$ cat src/rtl/rv32i_pkg.sv
// rtl/rv32i_pkg.sv - RV32I instruction types, opcodes and immediate range helper
package rv32i_pkg;

  typedef enum logic [2:0] {
    INST_ERROR = 3'd0,
    INST_R     = 3'd1,
    INST_I     = 3'd2,
    INST_S     = 3'd3,
    INST_B     = 3'd4,
    INST_U     = 3'd5,
    INST_J     = 3'd6
  } inst_type_e;

  localparam logic [6:0] OPC_OP     = 7'b0110011;
  localparam logic [6:0] OPC_OP_IMM = 7'b0010011;
  localparam logic [6:0] OPC_LOAD   = 7'b0000011;
  localparam logic [6:0] OPC_JALR   = 7'b1100111;
  localparam logic [6:0] OPC_SYSTEM = 7'b1110011;
  localparam logic [6:0] OPC_STORE  = 7'b0100011;
  localparam logic [6:0] OPC_BRANCH = 7'b1100011;
  localparam logic [6:0] OPC_LUI    = 7'b0110111;
  localparam logic [6:0] OPC_AUIPC  = 7'b0010111;
  localparam logic [6:0] OPC_JAL    = 7'b1101111;

  // True when v is representable as a two's-complement number of 'bits' bits.
  function automatic logic sign_fits(input logic [31:0] v, input int unsigned bits);
    logic [31:0] hi;
    hi = $unsigned($signed(v) >>> (bits - 1));
    return (hi == '0) || (hi == '1);
  endfunction

endpackage

$ cat src/rtl/sync_fifo.sv
// rtl/sync_fifo.sv - synchronous FIFO with clock enable, no full-queue bypass
module sync_fifo #(
  parameter int WIDTH = 32,
  parameter int DEPTH = 4
) (
  input  logic                     clk,
  input  logic                     rst,
  input  logic                     clk_en,
  input  logic                     push_i,
  input  logic [WIDTH-1:0]         push_data_i,
  input  logic                     pop_i,
  output logic [WIDTH-1:0]         head_o,
  output logic                     full_o,
  output logic                     empty_o,
  output logic [$clog2(DEPTH):0]   count_o
);

  localparam int AW = $clog2(DEPTH);
  localparam int CW = AW + 1;

  logic [WIDTH-1:0] mem_q [DEPTH];
  logic [AW-1:0]    wr_ptr_q, wr_ptr_d;
  logic [AW-1:0]    rd_ptr_q, rd_ptr_d;
  logic [CW-1:0]    count_q, count_d;
  logic             do_push, do_pop;

  assign full_o  = (count_q == CW'(DEPTH));
  assign empty_o = (count_q == '0);
  assign count_o = count_q;
  assign head_o  = empty_o ? '0 : mem_q[rd_ptr_q];

  // A push into a full queue is dropped even when a pop frees a slot this cycle.
  assign do_push = push_i & clk_en & ~full_o;
  assign do_pop  = pop_i & clk_en & ~empty_o;

  always_comb begin
    wr_ptr_d = wr_ptr_q;
    rd_ptr_d = rd_ptr_q;
    count_d  = count_q;
    if (do_push) wr_ptr_d = wr_ptr_q + 1'b1;
    if (do_pop)  rd_ptr_d = rd_ptr_q + 1'b1;
    case ({do_push, do_pop})
      2'b10:   count_d = count_q + 1'b1;
      2'b01:   count_d = count_q - 1'b1;
      default: count_d = count_q;
    endcase
  end

  always_ff @(posedge clk) begin
    if (!rst) begin
      wr_ptr_q <= '0;
      rd_ptr_q <= '0;
      count_q  <= '0;
    end else begin
      wr_ptr_q <= wr_ptr_d;
      rd_ptr_q <= rd_ptr_d;
      count_q  <= count_d;
    end
  end

  always_ff @(posedge clk) begin
    if (rst && do_push) mem_q[wr_ptr_q] <= push_data_i;
  end

endmodule

$ cat src/rtl/encode.sv
// rtl/encode.sv - RV32I field-bundle encoder with legality checks and output queue
module encode
  import rv32i_pkg::*;
#(
  parameter int DEPTH = 4
) (
  input  logic                   clk,
  input  logic                   rst,
  input  logic                   clk_en,
  input  logic                   i_valid,
  output logic                   o_ready,
  input  logic [2:0]             i_type,
  input  logic [6:0]             i_opcode,
  input  logic [6:0]             i_funct7,
  input  logic [2:0]             i_funct3,
  input  logic [4:0]             i_rs1,
  input  logic [4:0]             i_rs2,
  input  logic [4:0]             i_rd,
  input  logic [31:0]            i_imm,
  output logic [31:0]            o_instruction,
  output logic                   o_valid,
  input  logic                   i_ready,
  output logic                   o_error,
  output logic [$clog2(DEPTH):0] o_count
);

  logic [31:0] word;
  logic        legal;
  logic        accept, push, pop;
  logic        full, empty;
  logic        error_q, error_d;

  always_comb begin
    word  = '0;
    legal = 1'b0;
    case (i_type)
      INST_R: begin
        word  = {i_funct7, i_rs2, i_rs1, i_funct3, i_rd, i_opcode};
        legal = (i_opcode == OPC_OP);
      end
      INST_I: begin
        word  = {i_imm[11:0], i_rs1, i_funct3, i_rd, i_opcode};
        legal = (i_opcode inside {OPC_OP_IMM, OPC_LOAD, OPC_JALR, OPC_SYSTEM})
                && sign_fits(i_imm, 12);
      end
      INST_S: begin
        word  = {i_imm[11:5], i_rs2, i_rs1, i_funct3, i_imm[4:0], i_opcode};
        legal = (i_opcode == OPC_STORE) && sign_fits(i_imm, 12);
      end
      INST_B: begin
        word  = {i_imm[12], i_imm[10:5], i_rs2, i_rs1, i_funct3, i_imm[4:1], i_imm[11], i_opcode};
        legal = (i_opcode == OPC_BRANCH) && sign_fits(i_imm, 13) && !i_imm[0];
      end
      INST_U: begin
        word  = {i_imm[31:12], i_rd, i_opcode};
        legal = (i_opcode inside {OPC_LUI, OPC_AUIPC}) && (i_imm[11:0] == '0);
      end
      INST_J: begin
        word  = {i_imm[20], i_imm[10:1], i_imm[11], i_imm[19:12], i_rd, i_opcode};
        legal = (i_opcode == OPC_JAL) && sign_fits(i_imm, 21) && !i_imm[0];
      end
      default: begin
        word  = '0;
        legal = 1'b0;
      end
    endcase
  end

  assign o_ready = ~full;
  assign o_valid = ~empty;
  assign accept  = i_valid & o_ready & clk_en;
  assign push    = accept & legal;
  assign pop     = o_valid & i_ready & clk_en;
  assign error_d = accept & ~legal;
  assign o_error = error_q;

  // The pulse persists across stalled cycles and clears on the next enabled edge.
  always_ff @(posedge clk) begin
    if (!rst)        error_q <= 1'b0;
    else if (clk_en) error_q <= error_d;
  end

  sync_fifo #(
    .WIDTH(32),
    .DEPTH(DEPTH)
  ) u_fifo (
    .clk        (clk),
    .rst        (rst),
    .clk_en     (clk_en),
    .push_i     (push),
    .push_data_i(word),
    .pop_i      (pop),
    .head_o     (o_instruction),
    .full_o     (full),
    .empty_o    (empty),
    .count_o    (o_count)
  );

endmodule

$ cat config.mk
export PLATFORM = sky130hd
export DESIGN_NAME = encode
export DESIGN_NICKNAME = d
export VERILOG_FILES = /design/src/rtl/rv32i_pkg.sv /design/src/rtl/sync_fifo.sv /design/src/rtl/encode.sv
export SDC_FILE = /design/constraint.sdc
export NUM_CORES = 1
export LEC_CHECK = 0
export BUFFER_PORTS_ARGS = -buffer_cell sky130_fd_sc_hd__buf_2
export CAP_MARGIN = 20
export CORE_MARGIN = 4
export CORE_UTILIZATION = 55
export CTS_CLUSTER_DIAMETER = 30
export CTS_CLUSTER_SIZE = 16
export DETAILED_ROUTE_END_ITERATION = 12
export PLACE_DENSITY_LB_ADDON = 0.25
export SYNTH_ARGS = -nofsm -noshare
export SYNTH_HDL_FRONTEND = slang
export SYNTH_SLANG_ARGS = --single-unit
export TNS_END_PERCENT = 1
$ cat constraint.sdc
create_clock -name clk -period 7.1 [get_ports clk]
set_input_delay 0.355 -clock clk [delete_from_list [all_inputs] [get_ports clk]]
set_output_delay 0.355 -clock clk [all_outputs]
set_load 0.01 [all_outputs]
### After elaboration in Yosys (flattened, before gate mapping)

Memory sizes are Yosys's and may differ from the RTL's. A register that Yosys moved wholly into a read port is not among the register bits.
Index checks and enable logic that the tools add are counted.

| storage, ports and cells | value |
|---|---|
| input bits | 72 |
| memory bits (writable) | 128 |
| memories kept | 1 |
| register bits after elaboration | 8 |
| word-level logic and storage cells | 72 |
| output and inout bits | 38 |

Memory list:

| name | depth | bits a word | read ports | clocked after Yosys merged registers in | wr ports | line | source |
|---|---|---|---|---|---|---|---|
| u_fifo.mem_q | 4 | 32 | 1 | 1 | 1 | sync_fifo.sv:21 | `logic [WIDTH-1:0] mem_q [DEPTH];` |

| cells by class | value |
|---|---|
| equal/unequal tests | 22 |
| bitwise logic cells | 13 |
| multiplexer cells | 8 |
| $add $sub $neg | 4 |
| reduce and logical (&&, ||, !) cells | 20 |

Operators by type and width:

| operator | count |
|---|---|
| $pmux 32 s6 | 1 |
| $eq 32x32->1 const B | 3 |
| $logic_not 32->1 | 3 |
| $mux 32 | 1 |
| $eq 7x7->1 const B | 4 |
| $eq 7x6->1 const B | 3 |
| $eq 7x5->1 const B | 2 |
| $eq 3x3->1 const B | 4 |
| $logic_not 12->1 | 1 |
| $and 1x1->1 | 10 |
| $logic_and 1x1->1 | 8 |
| $eq 7x2->1 const B | 1 |
| $eq 3x2->1 const B | 2 |
| $pmux 1 s6 | 1 |
| $pmux 3 s2 | 1 |
| $add 2x1->2 const B | 2 |
| $mux 2 | 2 |
| $reduce_bool 2->1 | 2 |
| $reduce_bool 4->1 | 1 |
| $add 3x1->3 const B | 1 |
| $eq 3x1->1 const B | 1 |
| $logic_not 3->1 | 1 |
| $logic_or 1x1->1 | 3 |
| $not 1->1 | 3 |
| 5 further kinds | 6 |

### Longest topological paths before layout

Gate-level depths: netlist (run 1).

| logic depth | value |
|---|---|
| depth in word-level cells | 11 |
| gate-level depth with buffers | 13 |
| gate-level depth less buffers | 12 |

### Hierarchy

Synthesis (run 1) repeated with hierarchy kept, for this count alone.

| second synthesis, totals | value |
|---|---|
| cell total of the unflattened synthesis | 455 |
| area total of the unflattened synthesis | 6686.4 um2 |

By module, submodules not included:

| module | cells an instance | times used | area an instance (um2) |
|---|---|---|---|
| sync_fifo | 255 | 1 | 5465.2 |
| encode | 200 | 1 | 1221.2 |

### Worst setup path before layout (run 1)

OpenSTA, ideal clock, no wires.

| path | value |
|---|---|
| kind | input -> register |
| from | input port i_imm[30] |
| to | memory u_fifo.mem_q[2][0], enable pin |
| required time | 6.598 ns |
| stages | 6 |
| arrival time | 4.359 ns |
| setup slack | 2.239 ns |
| cell sequence | nand4_1 > nor3_1 > o2111a_1 > a41o_1 > a21oi_2 > nor4_1 |

| on the way | value |
|---|---|
| word-level cells in the longest chain between the ends | 11 |
| elaborated cells on any way between the ends | 22 |
| classes of those cells | eq/ne (3); mux (3); bitwise (3); reduce/logical (13) |

Ends and longest elaborated chain:

| item | line | source |
|---|---|---|
| start: declaration | encode.sv:19 | `input logic [31:0] i_imm,` |
| $eq 32x32->1 / $logic_not 32->1 (equally long branches) | rv32i_pkg.sv:29 | `return (hi == '0) \|\| (hi == '1);` |
| $logic_or 1x1->1 | rv32i_pkg.sv:29 |  |
| $logic_and 1x1->1 (on tied branches) (2 in series) | encode.sv:60, encode.sv:52 |  |
| $pmux 1 s6 * | encode.sv:36 | `case (i_type)` |
| $and 1x1->1 * | encode.sv:72 | `assign push = accept & legal;` |
| $and 1x1->1 * (2 in series) | sync_fifo.sv:33 | `assign do_push = push_i & clk_en & ~full_o;` |
| $logic_and 1x1->1 * | sync_fifo.sv:62 | `if (rst && do_push) mem_q[wr_ptr_q] <= push_data_i;` |
| $mux 1 * | sync_fifo.sv:62 |  |
| $mux 1 (implied by the code) * | sync_fifo.sv:62 |  |
| end: declaration | sync_fifo.sv:21 |  |

Mark *: on every way between the ends. The rest lies on a longest branch, timed or not.

### Final worst setup path (run 1)

| path | value |
|---|---|
| from | input port i_type[0] |
| to | memory u_fifo.mem_q[0][29], enable pin |

| on the way | value |
|---|---|
| word-level cells in the longest chain between the ends | 8 |
| elaborated cells on any way between the ends | 13 |
| classes of those cells | eq/ne (6); mux (3); bitwise (3); reduce/logical (1) |

Ends and longest elaborated chain:

| item | line | source |
|---|---|---|
| start: declaration | encode.sv:12 | `input logic [2:0] i_type,` |
| $eq 3x3->1 (tied with other cells) | encode.sv:36 |  |
| $pmux 1 s6 * | encode.sv:36 |  |
| $and 1x1->1 * | encode.sv:72 |  |
| $and 1x1->1 * (2 in series) | sync_fifo.sv:33 |  |
| $logic_and 1x1->1 * | sync_fifo.sv:62 |  |
| $mux 1 * | sync_fifo.sv:62 |  |
| $mux 1 (implied by the code) * | sync_fifo.sv:62 |  |

Marked as above.

==> reports/results.tsv, run 1 <==
stage	metric	value	unit
grt	first-pass GRT wire length	22710	µm
yosys	Post-Synthesis Cells	420	
setup_path	Worst Path Required	7180	ps
clocking	CTS tree	built	
grt	initial antenna violation count	0	
clocking	Clk Latency, worst-skew pair	410	ps
grt	number of global-route vias before repair	4259	
floorplan	Cell Rows	39	
clocking	Reg clk slew, reported paths	60	ps
placed_design	Port Buffer Count	109	
yosys	Ys Warns	0	
yosys	Mean Syn Cell Area	15.16	µm²
yosys	Post-synth EDFFs	128	
clocking	Sink Count	138	
timing	Setup TNS	0	ps
routing	mean number of vias per cell	6.030	
grt	gr usage total	0.2311	
run_status	status	finished, final reports clean	
floorplan	Starting Density	0.5601	
yosys	Synth top area share	0.6035	
layout	n_diodes	0	
layout	most common cell after layout, fill and taps aside	edfxtp_1	
yosys	Post-synth ARST share	0	
yosys	top cells by area, synth	edfxtp_1, mux4_2, and2_1	
floorplan	die width	115.6	µm
setup_path	critical path capture point type	flip-flop	
clocking	CTS H-tree lvls	4	
timing	RSZ-0062 raised after global routing	no	
yosys	Seq cells post-synth	138	
yosys	mapped cell area	6369	µm²
power_and_ir_drop	P_leak	2.745	nW
run	Max-cap violations	0	
timing	fin. max-slew vios	0	
floorplan	Core Box Area	11370	µm²
clocking	CTS resizes	0	
routing	Pre-Repair DR Iteration Count	5	
timing	worst-margin pin slew	998.7	ps
timing	Final Hold Vio Count	0	
layout	layout cells sized above 1	0.3504	
layout	most frequent cells in the layout	edfxtp_1, buf_2, and2_1	
timing	fmax	0.2942	GHz
setup_path	Critical Path Source Type	input pin	
layout	area delta synth->final	20.71	%
timing	Rel. slew slack	0.3328	
routing	Routed Antenna Nets	0	
setup_path	WP data arrival	3480	ps
routing	WL per Instance	21.27	µm
grt	gr ovfl total	0	
routing	total wire length	14700	µm
floorplan	chip height	115.6	µm
timing	Hold Slack	240.9	ps
clocking	hold_buf cts	0	
yosys	cell taking the most area after synthesis	edfxtp_1	
routing	Starting DRT DRC Count	304	
clocking	postcts setup bufs	0	
timing	Layout Skew	7.820	ps
layout	# nets final	613	
routing	Via Count	4167	
clocking	clock root buffer	clkbuf_16	
floorplan	die area	13360	µm²
yosys	Syn Nets	498	
placed_design	Post-DP HPWL	10100	µm
setup_path	CP max FO	35	
power_and_ir_drop	power density cells	239.9	nW/µm²
yosys	Seq/Total Area, Yosys	0.6350	
clocking	Inserted Clock Buffers	17	
placed_design	Routability Congestion	0.8228	
timing	fin crit share	0.4788	
yosys	post-synth cell types	51	
routing	drt drc	0	
floorplan	Ports	110	
power_and_ir_drop	peak supply drop	123.2	µV
grt	pin count of the biggest net entering global routing	36	
hold_path	Min-Delay Path Class	in2reg	
timing	minimum clock period	3400	ps
setup_path	critical path class	in2reg	
yosys	Post-synth top flop	edfxtp_1	
clocking	CTS max path bufs	2	
timing	setup violators final	0	
-- critical path: stages --
cell,delay (ps)
buf_2,480
nor2b_1,870
a41o_1,400
a21oi_2,130
nor4b_4,780
buf_4,440
-- per-stage QoR --
step           setup WS [ps]    util  cells  area, µm²   power, W
2_1_floorplan           2239       -    420       6369  0.0009633
3_3_place_gp            3329  0.6229    657       7082   0.001005
3_5_place_dp            3332  0.6239    658       7093   0.001010
4_1_cts                 3766  0.6748    690       7672   0.001854
5_1_grt                 3466  0.6761    691       7687   0.001903
6_report                3700  0.6761    691       7687   0.001844
-- area by class of cell --
type / instances / area [µm²]
Clock inverter: 14 / 150.1
Clock buffer: 18 / 429.2
Timing Repair Buffer: 118 / 624.3
Fill cell: 817 / 3682
Inverter: 9 / 33.78
Tap cell: 143 / 178.9
Multi-Input combinational cell: 251 / 2225
Sequential cell: 138 / 4046
-- per-layer routing --
| metal | up-vias | part of all wire | GRT usage |
|---|---|---|---|
| li1 | 1912 | - | - |
| met1 | 2067 | 0.40 | 0.2930 |
| met2 | 161 | 0.51 | 0.3881 |
| met3 | 27 | 0.069 | 0.05849 |
| met4 | 0 | 0.024 | 0.08451 |
| met5 | - | 0 | 0 |
-- flip-flops by register name, indices dropped and copies added (netlist names), named ones only --
signal / cells
u_fifo.mem_q: 128
o_error: 1
u_fifo.wr_ptr_q: 2
u_fifo.count_o: 3
u_fifo.rd_ptr_q: 2
-- cells by family (layout without fill, tap and decap cells) --
group	count (synthesis)	in the layout	synth area share
xor+xnor	4	4	0.005502
simple gates	129	129	0.1226
compound gates	74	74	0.07977
fa+ha+maj	6	6	0.01297
mux	38	38	0.1228
flops	138	138	0.6350
buf+inv	31	159	0.02141
-- worst paths after layout --
check | startpoint | to | slack, ps | depth (start not counted)
worst max-delay path | i_type[0] | u_fifo.mem_q[0][29] | 3700 | 6
worst min-delay path | rst | o_error | 240 | 3
worst max register to register | u_fifo.count_o[0] | u_fifo.mem_q[0][29] | 4460 | 5
worst min register to register | o_error | o_error | 490 | 2
-- where the power goes --
group	internal [W]	switching, W	total [W]
Combinational	0.0000354	0.0000627	0.0000980
Sequential	0.000897	0.000000239	0.000897
Clock	0.000518	0.000331	0.000849
Total	0.00145	0.000394	0.00184
-- synth_stat cells, types with 7 or more instances --
library cell / instances
nor2b_1: 17
nor2_1: 14
mux4_2: 32
a21oi_1: 28
clkbuf_1: 15
a221oi_1: 13
edfxtp_1: 128
nand4_1: 7
inv_1: 9
a22o_1: 8
and2_1: 39
nand2_1: 10
dfxtp_1: 10
nor4_1: 9
Power figures use the tool's default switching activity.
==> run 2: changes to the inputs <==
clock period = 3.2 ns   (was 7.1 ns; I/O delays follow)
==> reports/results.tsv, run 2 (synthesis gave the netlist of run 1 again) <==
stage	metric	value	unit
setup_path	Buf/Inv on CP	3	
power_and_ir_drop	peak supply drop	330.7	µV
grt	first-pass GRT wire length	22580	µm
setup_path	Worst Path Required	3540	ps
run_status	status	finished, final reports clean	
timing	fin. max-slew vios	0	
timing	setup violators final	0	
grt	pin count of the biggest net entering global routing	34	
setup_path	critical path capture point type	flip-flop	
routing	mean number of vias per cell	6.107	
timing	RSZ-0062 raised after global routing	no	
clocking	hold_buf cts	0	
routing	Starting DRT DRC Count	361	
clocking	CTS H-tree lvls	4	
routing	Routed Antenna Nets	0	
setup_path	CP delay by family, top	compound AO/OA/AOI/OAI gates	
setup_path	slowest cell on the critical path	a21oi_2	
floorplan	Starting Density	0.5601	
placed_design	pre-CTS WS	40.02	ps
floorplan	chip height	115.6	µm
timing	Layout Skew	5.316	ps
timing	minimum clock period	2752	ps
power_and_ir_drop	Final Power	0.004016	W
layout	# nets final	619	
floorplan	Ports	110	
timing	fmax	0.3634	GHz
clocking	Sink Count	138	
setup_path	Critical Path Source Type	input pin	
layout	area delta synth->final	21.34	%
placed_design	Post-DP HPWL	10030	µm
placed_design	Routability Congestion	0.8921	
layout	Largest register FFs	128	
run	Max-cap violations	0	
floorplan	die width	115.6	µm
clocking	Clk Latency, worst-skew pair	420	ps
routing	drt drc	0	
layout	layout cells sized above 1	0.3538	
setup_path	WP data arrival	3090	ps
floorplan	die area	13360	µm²
clocking	CTS max path bufs	2	
clocking	CTS resizes	0	
clocking	CTS tree	built	
layout	Most flops, register	u_fifo.mem_q	
placed_design	placed cell count	665	
floorplan	Cell Rows	39	
setup_path	critical path class	in2reg	
hold_path	Min-Delay Path Class	in2reg	
timing	Rel. slew slack	0.5598	
routing	total wire length	14830	µm
grt	initial antenna violation count	1	
grt	gr ovfl total	0	
timing	worst setup margin	448.2	ps
timing	worst-margin pin slew	660.3	ps
layout	Final Util	0.6797	
layout	# fillers	806	
timing	fin crit share	0.8599	
setup_path	Critical Path Max Stage Delay	420	ps
power_and_ir_drop	P_leak	2.771	nW
floorplan	Core Box Area	11370	µm²
clocking	clock root buffer	clkbuf_16	
routing	Via Count	4269	
grt	number of global-route vias before repair	4262	
routing	WL per Instance	21.22	µm
placed_design	Port Buffer Count	109	
layout	most frequent cells in the layout	edfxtp_1, buf_2, and2_1	
layout	most common cell after layout, fill and taps aside	edfxtp_1	
setup_path	CP max FO	30	
timing	Final Hold Vio Count	0	
routing	Pre-Repair DR Iteration Count	6	
grt	gr usage total	0.2299	
clocking	postcts setup bufs	0	
clocking	Reg clk slew, reported paths	60	ps
setup_path	R2R setup slack	920	ps
layout	Finished Layout Cells	699	
power_and_ir_drop	power density cells	519.7	nW/µm²
clocking	Inserted Clock Buffers	17	
setup_path	CP Cell Sequence	buf_2, buf_4, nor2b_1, o2111a_1, a41o_1, a21oi_2, or2_1, ha_1, inv_1, fa_1, xor2_1, or3_1, a21oi_1	
## run 2: changes by cell type in the layout (fill, tap and decap cells not counted), moves of 2 or more
cell | before | now
buf_4 | 7 | 14
nor4_2 | 2 | 0
inv_6 | 1 | 3
nor4_4 | 1 | 3
clkinv_4 | 6 | 3
diode_2 | 0 | 2
## run 2: layout make-up
type | count | area, µm² | share of cell area
Inverter | 9 | 33.78 | 0.004372
Clock buffer | 18 | 429.2 | 0.05554
Sequential cell | 138 | 4045 | 0.5235
Timing Repair Buffer | 124 | 670.6 | 0.08679
Multi-Input combinational cell | 251 | 2242 | 0.2902
Clock inverter | 14 | 122.6 | 0.01587
Tap cell | 143 | 178.9 | 0.02315
Antenna cell | 2 | 5.005 | 0.0006477
## run 2: per-layer routing
metal,global-route usage,part of all wire,up-vias,routed length [µm]
li1,-,-,1934,-
met2,0.3796,0.50,183,7481
met5,0,0,-,0
met3,0.05274,0.070,28,1032
met1,0.2941,0.40,2124,5971
met4,0.1002,0.023,0,345
## run 2: path summary, 6_finish.rpt
kind                          start                end  cells after the start
hold reg to reg             o_error            o_error                      2
setup reg to reg  u_fifo.count_o[0]  u_fifo.count_o[2]                     11
setup / recovery          i_type[0]  u_fifo.count_o[2]                     13
hold / removal                  rst            o_error                      3
## run 2: per-stage QoR
stage	setup TNS (ps)	cell area, µm²	hold slack, ps
4_1_cts	0	7722	32.43
2_1_floorplan	-12660	6396	296.1
3_3_place_gp	0	7171	490.4
5_1_grt	0	7725	84.67
6_report	0	7727	42.78
3_5_place_dp	0	7171	458.4
## run 2: power by group
group,switching (W),total (W),leakage (nW),internal [W]
sequential,0.000000473,0.00199,1.24,0.00199
clock,0.000736,0.00180,0.262,0.00107
combinational,0.000139,0.000221,1.27,0.0000825
total,0.000875,0.00402,2.77,0.00314
## run 2: tightest hold or removal path, stage by stage
cell      delay (ps)
buf_2            130
nand3b_1          80
o41ai_1           60
